**config.mk**
```make
export PLATFORM = sky130hd
export DESIGN_NAME = add_seq_ctrl_flat
export DESIGN_NICKNAME = d
export VERILOG_FILES = /design/src/rtl/add_seq_ctrl_if.sv /design/src/rtl/add_seq_ctrl.sv /design/src/flat_wrapper.sv
export SDC_FILE = /design/constraint.sdc
export NUM_CORES = 1
export LEC_CHECK = 0
export CAP_MARGIN = 10
export CORE_MARGIN = 4
export CORE_UTILIZATION = 47
export DETAILED_ROUTE_END_ITERATION = 10
export GPL_TIMING_DRIVEN = 0
export PLACE_DENSITY = 0.8
export SYNTH_ARGS = -nofsm -noshare
export SYNTH_HDL_FRONTEND = slang
export SYNTH_SLANG_ARGS = --single-unit
```
**constraint.sdc**
```tcl
create_clock -name clk -period 2.25 [get_ports clk]
set_input_delay 0.5625 -clock clk [delete_from_list [all_inputs] [get_ports clk]]
set_output_delay 0.5625 -clock clk [all_outputs]
set_load 0.01 [all_outputs]
```
**src/rtl/add_seq_ctrl_if.sv**
```systemverilog
// add_seq_ctrl_if: byte-wide bus between the addition sequencer and the
// external combinational 8-bit adder it time-shares.
// The master side (sequencer) presents operand bytes and carry-in; the slave
// side (adder) returns the byte sum and carry-out in the same cycle.
interface add_seq_ctrl_if;
    logic [7:0] add_a;
    logic [7:0] add_b;
    logic       add_cin;
    logic [7:0] add_out;
    logic       add_cout;

    modport master (
        output add_a,
        output add_b,
        output add_cin,
        input  add_out,
        input  add_cout
    );

    modport slave (
        input  add_a,
        input  add_b,
        input  add_cin,
        output add_out,
        output add_cout
    );
endinterface

```
**src/rtl/add_seq_ctrl.sv**
```systemverilog
// add_seq_ctrl: multi-byte addition sequencer. Adds two NBYTES-byte operands
// least-significant byte first through one external 8-bit adder, chaining the
// carry from cycle to cycle and assembling the result byte by byte.
// Optional feature: define ADDSEQ_OVF_EN to add the signed-overflow output ovf.
module add_seq_ctrl #(
    parameter  int NBYTES = 4,
    localparam int W      = 8 * NBYTES
) (
    input  logic                 clk,
    input  logic                 rst,
    input  logic                 start,
    input  logic [W-1:0]         a,
    input  logic [W-1:0]         b,
    input  logic                 cin,
    output logic                 busy,
    output logic                 done,
    output logic [W-1:0]         sum,
    output logic                 cout,
`ifdef ADDSEQ_OVF_EN
    output logic                 ovf,
`endif
    add_seq_ctrl_if.master       adder
);

    localparam int IDXW = (NBYTES > 1) ? $clog2(NBYTES) : 1;
    localparam logic [IDXW-1:0] LAST_IDX = IDXW'(NBYTES - 1);

    typedef enum logic [1:0] {
        IDLE,
        RUN,
        DONE
    } state_t;

    state_t                   state_q, state_d;
    logic [IDXW-1:0]          idx_q, idx_d;
    logic [NBYTES-1:0][7:0]   a_q, a_d;
    logic [NBYTES-1:0][7:0]   b_q, b_d;
    logic [NBYTES-1:0][7:0]   sum_q, sum_d;
    logic                     carry_q, carry_d;
    logic                     cout_q, cout_d;
    logic                     busy_q, busy_d;
    logic                     done_q, done_d;
    logic                     ovf_q, ovf_d;
    logic                     accept;
    logic [7:0]               add_a_c;
    logic [7:0]               add_b_c;
    logic                     add_cin_c;

    // Next-state, datapath updates and adder-bus drive; the adder only sees
    // operand bytes while RUN, and a start in IDLE or DONE reloads everything.
    always_comb begin
        state_d   = state_q;
        idx_d     = idx_q;
        a_d       = a_q;
        b_d       = b_q;
        sum_d     = sum_q;
        carry_d   = carry_q;
        cout_d    = cout_q;
        ovf_d     = ovf_q;
        accept    = 1'b0;
        add_a_c   = 8'h00;
        add_b_c   = 8'h00;
        add_cin_c = 1'b0;

        case (state_q)
            IDLE: begin
                if (start) begin
                    accept = 1'b1;
                end
            end
            RUN: begin
                add_a_c      = a_q[idx_q];
                add_b_c      = b_q[idx_q];
                add_cin_c    = carry_q;
                sum_d[idx_q] = adder.add_out;
                carry_d      = adder.add_cout;
                idx_d        = idx_q + IDXW'(1);
                if (idx_q == LAST_IDX) begin
                    cout_d  = adder.add_cout;
                    ovf_d   = (a_q[NBYTES-1][7] == b_q[NBYTES-1][7]) &&
                              (adder.add_out[7] != a_q[NBYTES-1][7]);
                    idx_d   = '0;
                    state_d = DONE;
                end
            end
            DONE: begin
                if (start) begin
                    accept = 1'b1;
                end else begin
                    state_d = IDLE;
                end
            end
            default: begin
                state_d = IDLE;
            end
        endcase

        if (accept) begin
            a_d     = a;
            b_d     = b;
            carry_d = cin;
            idx_d   = '0;
            sum_d   = '0;
            cout_d  = 1'b0;
            ovf_d   = 1'b0;
            state_d = RUN;
        end

        busy_d = (state_d == RUN);
        done_d = (state_d == DONE);
    end

    // State and datapath registers with synchronous reset; reset during RUN
    // simply drops the operation, so no done is produced for it.
    always_ff @(posedge clk) begin
        if (rst) begin
            state_q <= IDLE;
            idx_q   <= '0;
            a_q     <= '0;
            b_q     <= '0;
            sum_q   <= '0;
            carry_q <= 1'b0;
            cout_q  <= 1'b0;
            ovf_q   <= 1'b0;
            busy_q  <= 1'b0;
            done_q  <= 1'b0;
        end else begin
            state_q <= state_d;
            idx_q   <= idx_d;
            a_q     <= a_d;
            b_q     <= b_d;
            sum_q   <= sum_d;
            carry_q <= carry_d;
            cout_q  <= cout_d;
            ovf_q   <= ovf_d;
            busy_q  <= busy_d;
            done_q  <= done_d;
        end
    end

    assign busy          = busy_q;
    assign done          = done_q;
    assign sum           = sum_q;
    assign cout          = cout_q;
    assign adder.add_a   = add_a_c;
    assign adder.add_b   = add_b_c;
    assign adder.add_cin = add_cin_c;

`ifdef ADDSEQ_OVF_EN
    assign ovf = ovf_q;
`else
    logic unused_ovf;
    assign unused_ovf = ovf_q;
`endif

endmodule
```
**src/flat_wrapper.sv**
```systemverilog
// flat-port wrapper written by rule: the top's interface ports become plain ports
module add_seq_ctrl_flat 
#(
    parameter  int NBYTES = 4,
    localparam int W      = 8 * NBYTES
)
  (clk, rst, start, a, b, cin, busy, done, sum, cout, adder_add_a, adder_add_b, adder_add_cin, adder_add_out, adder_add_cout);
  add_seq_ctrl_if adder_i ();
  input  logic clk;
  input  logic rst;
  input  logic start;
  input  logic [W-1:0] a;
  input  logic [W-1:0] b;
  input  logic cin;
  output logic busy;
  output logic done;
  output logic [W-1:0] sum;
  output logic cout;
  output wire logic [$bits(adder_i.add_a)-1:0] adder_add_a;
  output wire logic [$bits(adder_i.add_b)-1:0] adder_add_b;
  output wire logic [$bits(adder_i.add_cin)-1:0] adder_add_cin;
  input wire logic [$bits(adder_i.add_out)-1:0] adder_add_out;
  input wire logic [$bits(adder_i.add_cout)-1:0] adder_add_cout;
  assign adder_add_a = adder_i.add_a;
  assign adder_add_b = adder_i.add_b;
  assign adder_add_cin = adder_i.add_cin;
  assign adder_i.add_out = adder_add_out;
  assign adder_i.add_cout = adder_add_cout;
  add_seq_ctrl #(.NBYTES(NBYTES)) u_core (.clk(clk), .rst(rst), .start(start), .a(a), .b(b), .cin(cin), .busy(busy), .done(done), .sum(sum), .cout(cout), .adder(adder_i));
endmodule
```
Yosys cells after proc, flatten, opt, wreduce, memory -nomap -nowiden:

Cells that the tools add are included.

* add/subtract/negate cells: 1
* $mul: 0
* div/mod/pow operators: 0
* magnitude comparators: 2
* equal/unequal tests: 5
* shift-type cells: 0
* muxes and demuxes: 19
* bitwise gates (word level): 0
* reduce and logical (&&, ||, !) cells: 6

Operators by type and width (count)
* 8-bit 2-to-1 mux: 5
* 8-bit binary-select mux with 2-bit select: 2
* 32-bit bitwise mux: 1
* 8-bit demux with 2-bit select: 1
* 2-bit 2-to-1 mux: 4
* 2-bit == test, second input constant: 3
* 2-bit one-hot mux with 3 select lines: 1
* 1-bit 2-to-1 mux: 5
* 2-bit by 1-bit == test with 1-bit output, second input constant: 2
* 2-bit OR reduction: 2
* 2-bit by 3-bit less-than comparator with 1-bit output, second input constant: 1
* 2-bit by 1-bit adder with 2-bit output, second input constant: 1
* 2-bit by 1-bit >= comparator with 1-bit output, second input constant: 1
* 2-bit zero test: 1
* 2-bit AND reduction: 1
* 2-bit nonzero test: 1
* 1-bit logical AND: 1

* register bits: 104
* bits in latches: 0
* bits in writable memories: 0
* ROM bits: 0
* bits of input ports: 77
* output and inout port bits: 52
* memories kept: 0

Depth between registers and ports, before layout:

Gate-level depths: netlist of run 1.

* depth in word-level cells: 5
* depth in mapped cells: 8
* mapped depth without buffers: 5

Worst setup path before layout of run 1:

OpenSTA, ideal clock, no wires.

* path type: reg-to-output
* start point: reg u_core.idx_q[0]
* end point: out adder_add_b[4]
* arrival: 1.216 ns
* setup slack: 0.471 ns
* stages on the path, launching flop included: 4
* path through: dfxtp_1 buf_6 mux4_1 nor2b_1

* word-level cells in the longest chain between the ends: 3

RTL lines
* start, declared: RTL line add_seq_ctrl.sv:35 `logic [IDXW-1:0] idx_q, idx_d;`
* start signal, assigned: RTL line add_seq_ctrl.sv:129 `idx_q <= idx_d;`
* 8-bit binary-select mux with 2-bit select: RTL line add_seq_ctrl.sv:73 `add_b_c = b_q[idx_q];`
* 8-bit 2-to-1 mux (implied by the code): RTL line add_seq_ctrl.sv:73
* 8-bit 2-to-1 mux: RTL line add_seq_ctrl.sv:65 `case (state_q)`
* end, declared: RTL line flat_wrapper.sv:20 `output wire logic [$bits(adder_i.add_b)-1:0] adder_add_b;`

Every way passes these cells. The select of a mux whose other input is x is not followed.

Worst setup path in the final report of run 1:

* start point: reg u_core.idx_q[0]
* end point: out adder_add_b[5]

Same word-level chain as after synthesis.

==> results of run 1 <==
## flip-flops by register name, summed over array words and instances (netlist names)
name and cells:
u_core.sum 32, u_core.done 1, u_core.state_q 2, u_core.busy 1
u_core.b_q 32, u_core.carry_q 1, u_core.cout 1, u_core.idx_q 2
u_core.a_q 32
## layout make-up
cell class | count | area [um^2] | area share, %
clock buffer | 10 | 138 | 2.29
inverter | 3 | 11.3 | 0.187
multi-input combinational | 316 | 1980 | 32.9
timing repair buffer | 135 | 1320 | 21.9
clock inverter | 6 | 73.8 | 1.23
tap | 108 | 135 | 2.25
sequential | 104 | 2090 | 34.8
buffer | 37 | 269 | 4.47
## cells by family after synthesis
family | after synthesis | share of synthesized area [%]
AOI/OAI and AO/OA | 67 | 8.59
adders and majority gates | 4 | 1.17
buffers and inverters | 40 | 6.04
DFF | 104 | 48.8
muxes | 51 | 16.7
and+or+nand+nor | 194 | 18.7
## repair_timing
action / in CTS / in global routing
buffers inserted: 6 / 0
endpoints found under the setup margin: 17 / 16
gates cloned: 2 / 0
hold buffers: 0 / 0
endpoints found under the hold margin: 0 / 0
resized for setup: 82 / 23
## where the power goes
part | internal [uW] | leakage (uW) | switching [uW]
clock network | 561 | 0.000108 | 663
logic | 313 | 0.00153 | 267
registers | 1920 | 0.000851 | 45.2
## critical path, stage by stage, from the launching register on
cell and delay, ps:
dfxtp_4 400, buf_8 130, buf_6 90, mux4_2 490, nor2b_4 140, buf_6 120
## Yosys cell counts (6+ instances only)
| library cell | instances | area (um^2) |
|---|---|---|
| a21oi_1 | 58 | 290 |
| a21oi_2 | 7 | 61.3 |
| buf_2 | 16 | 80.1 |
| buf_6 | 8 | 90.1 |
| clkbuf_1 | 6 | 22.5 |
| dfxtp_1 | 104 | 2080 |
| mux2i_1 | 35 | 350 |
| mux4_2 | 15 | 338 |
| nand2_1 | 129 | 484 |
| nor2_1 | 39 | 146 |
| nor2b_1 | 17 | 106 |
## routing by layer
layer,vias to the layer above,share of wire [%],GRT usage (%),routed length [um]
met5,-,0,0,0
met1,1756,41,27.4,4690
li1,1813,-,-,-
met2,115,51,37.8,5880
met4,0,1.2,7.67,143
met3,14,6.4,3.89,728
## stage by stage
| step | cell area, um^2 | std cells | hold WS, ps | setup WS, ps | TNS, ps |
|---|---|---|---|---|---|
| floorplan | 4270 | 460 | 432 | 471 | 0 |
| CTS | 5900 | 719 | 459 | -66.2 | -184 |
| finish | 6010 | 719 | 460 | -50.3 | -115 |
| global route | 6010 | 719 | 472 | -113 | -742 |
| global placement | 5680 | 695 | 440 | -93.4 | -886 |
| detailed placement | 5680 | 695 | 444 | -117 | -1180 |
## worst min-delay path by stage
stage,startpoint,endpoint
2_1_floorplan,u_core.b_q[12],u_core.b_q[12]
3_3_place_gp,u_core.b_q[9],u_core.b_q[9]
3_5_place_dp,u_core.a_q[26],u_core.a_q[26]
4_1_cts,u_core.a_q[26],u_core.a_q[26]
5_1_grt,u_core.a_q[7],u_core.a_q[7]
6_report,u_core.a_q[7],u_core.a_q[7]
==> results.yml, run 1 <==
outcome:
  status: "finished with violations"
  violations: "setup timing"
critical_path:
  critPathCaptureType: "output port"
  rr_startpoint: "u_core.idx_q[0]"
  critPathKind: "reg2out"
  regToRegEndpoint: "u_core.sum[17]"
  reg2reg_slack_ps: 500
  cp.required_ps: 1690
  arrival_ps: 1740
  start_kind: "flop"
  path_max_fanout: 5
  crit_start: "u_core.idx_q[0]"
  reg2reg_depth: 8
  crit_path_end: "adder_add_b[5]"
final_layout:
  fillers: 689
  final_cell_mix: "129 x nand2_1, 110 x clkdlybuf4s50_1, 101 x dfxtp_1"
  layout_commonest_cell: "nand2_1"
  synthToLayoutAreaGrowth_pct: 40.8
  antennaDiodeCount: 0
  fin_util_pct: 68.6
  fin_nets: 687
  drive_above_1_share_pct: 17.2
clocking:
  h-tree-depth: 3
  cts_tree: "done"
  numCtsBuffers: 9
  insertion_delay_ps: 370
  cts_num_sinks: 104
  clkTransAtPathRegs_ps: 100
  root_buffer: "clkbuf_8"
  clockBufferDepth: 2
hold_path:
  hp-class: "reg2reg"
  min_delay_path_depth: 2
sta:
  hold_viol_final: 0
  fin_crit_sh_pct: 102
  slew_viol_final: 0
  rsz0062_at_grt: "true"
  max-slew-margin-rel_pct: 57.5
  clock_skew_ps: 9.90
  layout_setup_ws_ps: -50.3
  fmax_mhz: 435
  worst_slew_pin_slew_ps: 638
  fin_crit_ps: 2300
  setup_viol: 4
logic_synthesis:
  synth-edff-count: 0
  synthFlopType: "dfxtp_1"
  avgSynthCellArea_um2: 9.28
  ys_ff_latch: 104
  synth.net_count: 541
  postSynth.asyncResetShare_pct: 0
  ys_seq_area_share_pct: 48.8
  ys_warn_count: 0
  ys_types: 24
  syn_inst: 460
  synth_area_um2: 4270
floorplanning:
  die_w_um: 103
  io_pins: 129
  fp.coreArea_um2: 8760
  chipHeight_um: 103
  core.rowCount: 34
  die_area_um2: 10700
  start_util_pct: 48.7
route:
  first_pass_iters: 4
  vias_per_cell: 5.14
  wl_um: 11400
  final_antenna_net_count: 0
  avgRoutedWirePerCell_um: 15.9
  drtIter0Drc: 97
  route.detailed.drc: 0
  vias: 3698
global_routing:
  grtUsageTotal_pct: 21.8
  grt.overflow.total: 0
  grt_pass1_wl_um: 17900
  grt_max_degree: 19
  antenna_found_initial: 0
  grt_pass1_vias: 3707
placed_design:
  numPortBuffers: 127
  globalplace.congestion: 0.821
  dp_hpwl_um: 8370
power:
  total_power_uw: 3770
  p_leak_uw: 0.00248
  powerDensity_nw_per_um2: 627
  peakVddDrop_mv: 0.427
run:
  drv_cap: 0
Note: power is estimated with default switching activity, not from simulation.
==> run 2: changes to the inputs <==
- CELL_PAD_IN_SITES_DETAIL_PLACEMENT: not set -> 0
- CELL_PAD_IN_SITES_GLOBAL_PLACEMENT: not set -> 2
- CORE_UTILIZATION: 47 -> 28
- HOLD_SLACK_MARGIN: not set -> 0.05
- PLACE_DENSITY: 0.8 -> not set
- PLACE_DENSITY_LB_ADDON: not set -> 0.1
==> run 2 against run 1 <==
Effect of this change:
- the flow still finishes with violations (setup timing)
- cell area up 4.4%
- first-iteration DRC count up 35%
- flip-flop and latch count unchanged
- largest cell class unchanged
==> results.yml, run 2 (synthesis gave the netlist of run 1 again) <==
sta:
  worst_slew_pin_slew_ps: 668
  max-slew-margin-rel_pct: 55.5
  clock_skew_ps: 5.09
  fmax_mhz: 441
  layout_setup_ws_ps: -19.0
  slew_viol_final: 0
  hold_viol_final: 0
  fin_crit_sh_pct: 101
  fin_crit_ps: 2270
  rsz0062_at_grt: "true"
  setup_viol: 2
floorplanning:
  core.rowCount: 44
  chipHeight_um: 131
  fp.coreArea_um2: 14800
  die_area_um2: 17300
  die_w_um: 131
  io_pins: 129
  start_util_pct: 28.9
route:
  final_antenna_net_count: 0
  wl_um: 12600
  first_pass_iters: 4
  wl_met1_um: 5780
  dr_wl_met3_um: 650
  wl_met2_um: 6080
  vias_per_cell: 4.49
  highest_layer: "met4"
  drtIter0Drc: 131
  vias: 3570
  avgRoutedWirePerCell_um: 15.9
  route.detailed.drc: 0
final_layout:
  fin_util_pct: 42.5
  layout_commonest_cell: "nand2_1"
  final_cell_mix: "129 x nand2_1, 110 x clkdlybuf4s50_1, 101 x dfxtp_1"
  antennaDiodeCount: 0
  fin_nets: 687
  synthToLayoutAreaGrowth_pct: 47.0
  fillers: 1493
  drive_above_1_share_pct: 17.3
critical_path:
  cp.required_ps: 1690
  arrival_ps: 1710
  reg2reg_slack_ps: 500
  rr_startpoint: "u_core.idx_q[0]"
  regToRegEndpoint: "u_core.sum[30]"
  critPathKind: "reg2out"
  crit_path_end: "adder_add_a[2]"
  path_max_fanout: 5
  reg2reg_depth: 7
  critPathCaptureType: "output port"
  start_kind: "flop"
  crit_start: "u_core.idx_q[1]"
global_routing:
  grt.overflow.total: 0
  grt_pass1_vias: 3756
  grt_pass1_wl_um: 20100
  grt_max_degree: 17
  grtUsageTotal_pct: 14.8
  antenna_found_initial: 0
hold_path:
  hp-class: "reg2reg"
clocking:
  h-tree-depth: 3
  root_buffer: "clkbuf_16"
  insertion_delay_ps: 350
  clockBufferDepth: 2
  hold_buffers: 0
  clkTransAtPathRegs_ps: 70
  cts_tree: "done"
  cts_num_sinks: 104
  numCtsBuffers: 9
outcome:
  status: "finished with violations"
  violations: "setup timing"
power:
  p_leak_uw: 0.00255
  peakVddDrop_mv: 0.452
  powerDensity_nw_per_um2: 687
placed_design:
  dp_hpwl_um: 9040
  numPortBuffers: 127
  globalplace.congestion: 0.725
  dp_slack_ps: -150
run:
  drv_cap: 0
run 2: cell type report:
cell class	instances	area (um^2)	share of cell area, %
timing repair buffer	135	1330	21.2
inverter	3	11.3	0.179
clock inverter	4	75.1	1.20
tap	184	230	3.67
sequential	104	2090	33.3
clock buffer	12	267	4.25
buffer	37	292	4.65
multi-input combinational	316	1980	31.6
run 2: power by group:
group / switching [uW] / internal (uW) / total (uW)
sequential: 43.3 / 1920 / 1970
combinational: 274 / 316 / 589
clock: 689 / 1070 / 1750
total: 1010 / 3300 / 4310
run 2: worst min path at each step:
stage                         startpoint        endpoint  slack, ps  cells past startpoint
after global routing      u_core.a_q[13]  u_core.a_q[13]        470                      2
after detailed placement  u_core.a_q[26]  u_core.a_q[26]        450                      2
after floorplan           u_core.b_q[12]  u_core.b_q[12]        430                      2
final                     u_core.a_q[19]  u_core.a_q[19]        450                      2
after CTS                 u_core.a_q[26]  u_core.a_q[26]        460                      2
after global placement    u_core.a_q[15]  u_core.a_q[15]        440                      2
run 2: worst max-delay path, cell delays in order (launching register included):
cell	delay, ps
dfxtp_4	380
buf_8	140
buf_6	100
mux4_2	480
nor2b_4	140
buf_6	120
run 2: routing by layer:
metal	vias to the layer above	global-route usage (%)
met4	0	3.73
li1	1807	-
met1	1665	18.4
met5	-	0
met2	85	24.7
met3	13	5.08
run 2: timing repair:
item / 4_1_cts / 5_1_grt
hold endpoints to repair: 0 / 0
cloned: 2 / 0
pin swaps: 0 / 0
setup buffers: 6 / 1
gates resized for setup: 84 / 26
endpoints found under the setup margin: 17 / 15
run 2: metrics by stage:
| step | TNS (ps) | hold slack [ps] | cells | total power (uW) | cell area (um^2) |
|---|---|---|---|---|---|
| 6_report | -28.1 | 454 | 795 | 4310 | 6280 |
| 5_1_grt | -713 | 474 | 795 | 4500 | 6280 |
| 4_1_cts | -546 | 456 | 795 | 4360 | 6190 |
| 3_5_place_dp | -1690 | 446 | 771 | 2580 | 5770 |
| 3_3_place_gp | -1850 | 438 | 771 | 2570 | 5770 |
| 2_1_floorplan | 0 | 432 | 460 | 2290 | 4270 |
==> run 3: changes to the inputs <==
- CORE_UTILIZATION: 28 -> 30
- SKIP_CTS_REPAIR_TIMING: not set -> 1
- clock period: 2.25 -> 2.7 ns (I/O delays scaled with it)
==> run 3 against run 2 <==
Effect of this change:
- the flow now finishes without violations
- first-iteration DRC count decreased by 6.1%
- sequential share of layout area rose by 0.56 points
- non-clock buffer count fell by 8
- clock power down 21%
- via count up 0.11%
- critical path depth decreased by 1
==> results.yml, run 3 (synthesis gave the netlist of run 1 again) <==
global_routing:
  grt_pass1_wl_um: 19300
  grt_max_degree: 17
  antenna_found_initial: 0
  grt.overflow.total: 0
  grtUsageTotal_pct: 15.4
  grt_pass1_vias: 3714
sta:
  fin_crit_sh_pct: 94.0
  max-slew-margin-rel_pct: 56.1
  worst_slew_pin_slew_ps: 659
  setup_viol: 0
  rsz0062_at_grt: "false"
  hold_ws_ps: 452
  slew_viol_final: 0
  clock_skew_ps: 5.91
  hold_viol_final: 0
  fmax_mhz: 394
  fin_crit_ps: 2540
hold_path:
  min_delay_path_depth: 2
  hp-class: "reg2reg"
floorplanning:
  die_area_um2: 16200
  chipHeight_um: 127
  start_util_pct: 30.6
  core.rowCount: 43
  die_w_um: 127
  fp.coreArea_um2: 13900
  io_pins: 129
critical_path:
  critPathKind: "reg2out"
  arrival_ps: 1860
  path_cells: "nand2b_1 -> buf_2 -> nor2_1 -> clkdlybuf4s50_1"
  reg2reg_depth: 8
  start_kind: "flop"
  cp_slowest_stage_delay_ps: 550
  cp.required_ps: 2030
  critPathCaptureType: "output port"
  critPathSlowestCell: "clkdlybuf4s50_1"
  path_max_fanout: 10
route:
  drtIter0Drc: 123
  route.detailed.drc: 0
  final_antenna_net_count: 0
  wl_met1_um: 5620
  first_pass_iters: 4
  highest_layer: "met4"
  avgRoutedWirePerCell_um: 15.6
  wl_met2_um: 5800
  vias_per_cell: 4.56
  vias: 3574
  wl_um: 12200
  dr_wl_met3_um: 567
run:
  drv_cap: 0
placed_design:
  dpl_cell_area_um2: 5770
  dp_hpwl_um: 8900
  globalplace.congestion: 0.783
  numPortBuffers: 127
clocking:
  h-tree-depth: 3
  cts_num_sinks: 104
  cts_tree: "done"
  clockBufferDepth: 2
  numCtsBuffers: 9
  insertion_delay_ps: 340
  root_buffer: "clkbuf_16"
  clkTransAtPathRegs_ps: 70
final_layout:
  multiInputGateArea_um2: 1930
  synthToLayoutAreaGrowth_pct: 44.2
  layout_commonest_cell: "nand2_1"
  fillers: 1392
  fin_nets: 679
  register_area_um2: 2080
  final_cell_area_um2: 6150
  final_cell_mix: "129 x nand2_1, 111 x clkdlybuf4s50_1, 102 x dfxtp_1"
  drive_above_1_share_pct: 11.8
  antennaDiodeCount: 0
power:
  powerDensity_nw_per_um2: 568
  p_leak_uw: 0.00272
  peakVddDrop_mv: 0.312
outcome:
  status: "finished, final reports clean"
[run 3: cell types whose count changed in the layout (fill, tap and decap cells not counted), moves of 2 or more]
cell,before,now
clkbuf_8,3,0
buf_6,17,9
buf_12,5,2
nor2b_4,7,0
nor2b_1,9,16
clkbuf_1,5,7
buf_4,5,1
buf_2,25,17
dlymetal6s2s_1,0,16
dfxtp_4,2,0
[run 3: power by group]
| group | switching, uW | internal, uW |
|---|---|---|
| Combinational | 217 | 249 |
| Clock | 575 | 814 |
| Sequential | 36.7 | 1600 |
[run 3: critical path: cells and delay by family, from the launching register on]
| family | cells | cell delay [ps] |
|---|---|---|
| buf+inv | 2 | 800 |
| flops | 1 | 440 |
| simple gates | 2 | 280 |
[run 3: cell type report]
type / instances / area share, %
Sequential cell: 104 / 33.9
Multi-Input combinational cell: 316 / 31.4
Timing Repair Buffer: 127 / 21.3
Buffer: 37 / 4.49
Clock buffer: 11 / 3.78
Tap cell: 180 / 3.66
Clock inverter: 5 / 1.32
Inverter: 3 / 0.183
[run 3: metrics by stage]
| step | utilization [%] | setup TNS (ps) | instances | setup WS (ps) | power [uW] |
|---|---|---|---|---|---|
| floorplan | - | 0 | 460 | 809 | 1910 |
| global route | 44.2 | 0 | 783 | 51.6 | 3650 |
| global placement | 41.4 | 0 | 767 | 174 | 2140 |
| CTS | 43.6 | -2550 | 783 | -208 | 3540 |
| finish | 44.2 | 0 | 783 | 162 | 3490 |
| detailed placement | 41.4 | 0 | 767 | 187 | 2150 |
[run 3: routing by layer]
layer	vias up	track usage, %
met4	0	5.62
met5	-	0
met3	16	3.22
met2	84	25.9
met1	1671	19.5
li1	1803	-
[run 3: worst paths after layout]
kind	start	end	slack [ps]
worst max-delay path	u_core.state_q[0]	adder_add_cin	160
worst min register to register	u_core.b_q[20]	u_core.b_q[20]	450
worst max register to register	u_core.idx_q[0]	u_core.sum[16]	970
worst min-delay path	u_core.b_q[20]	u_core.b_q[20]	450
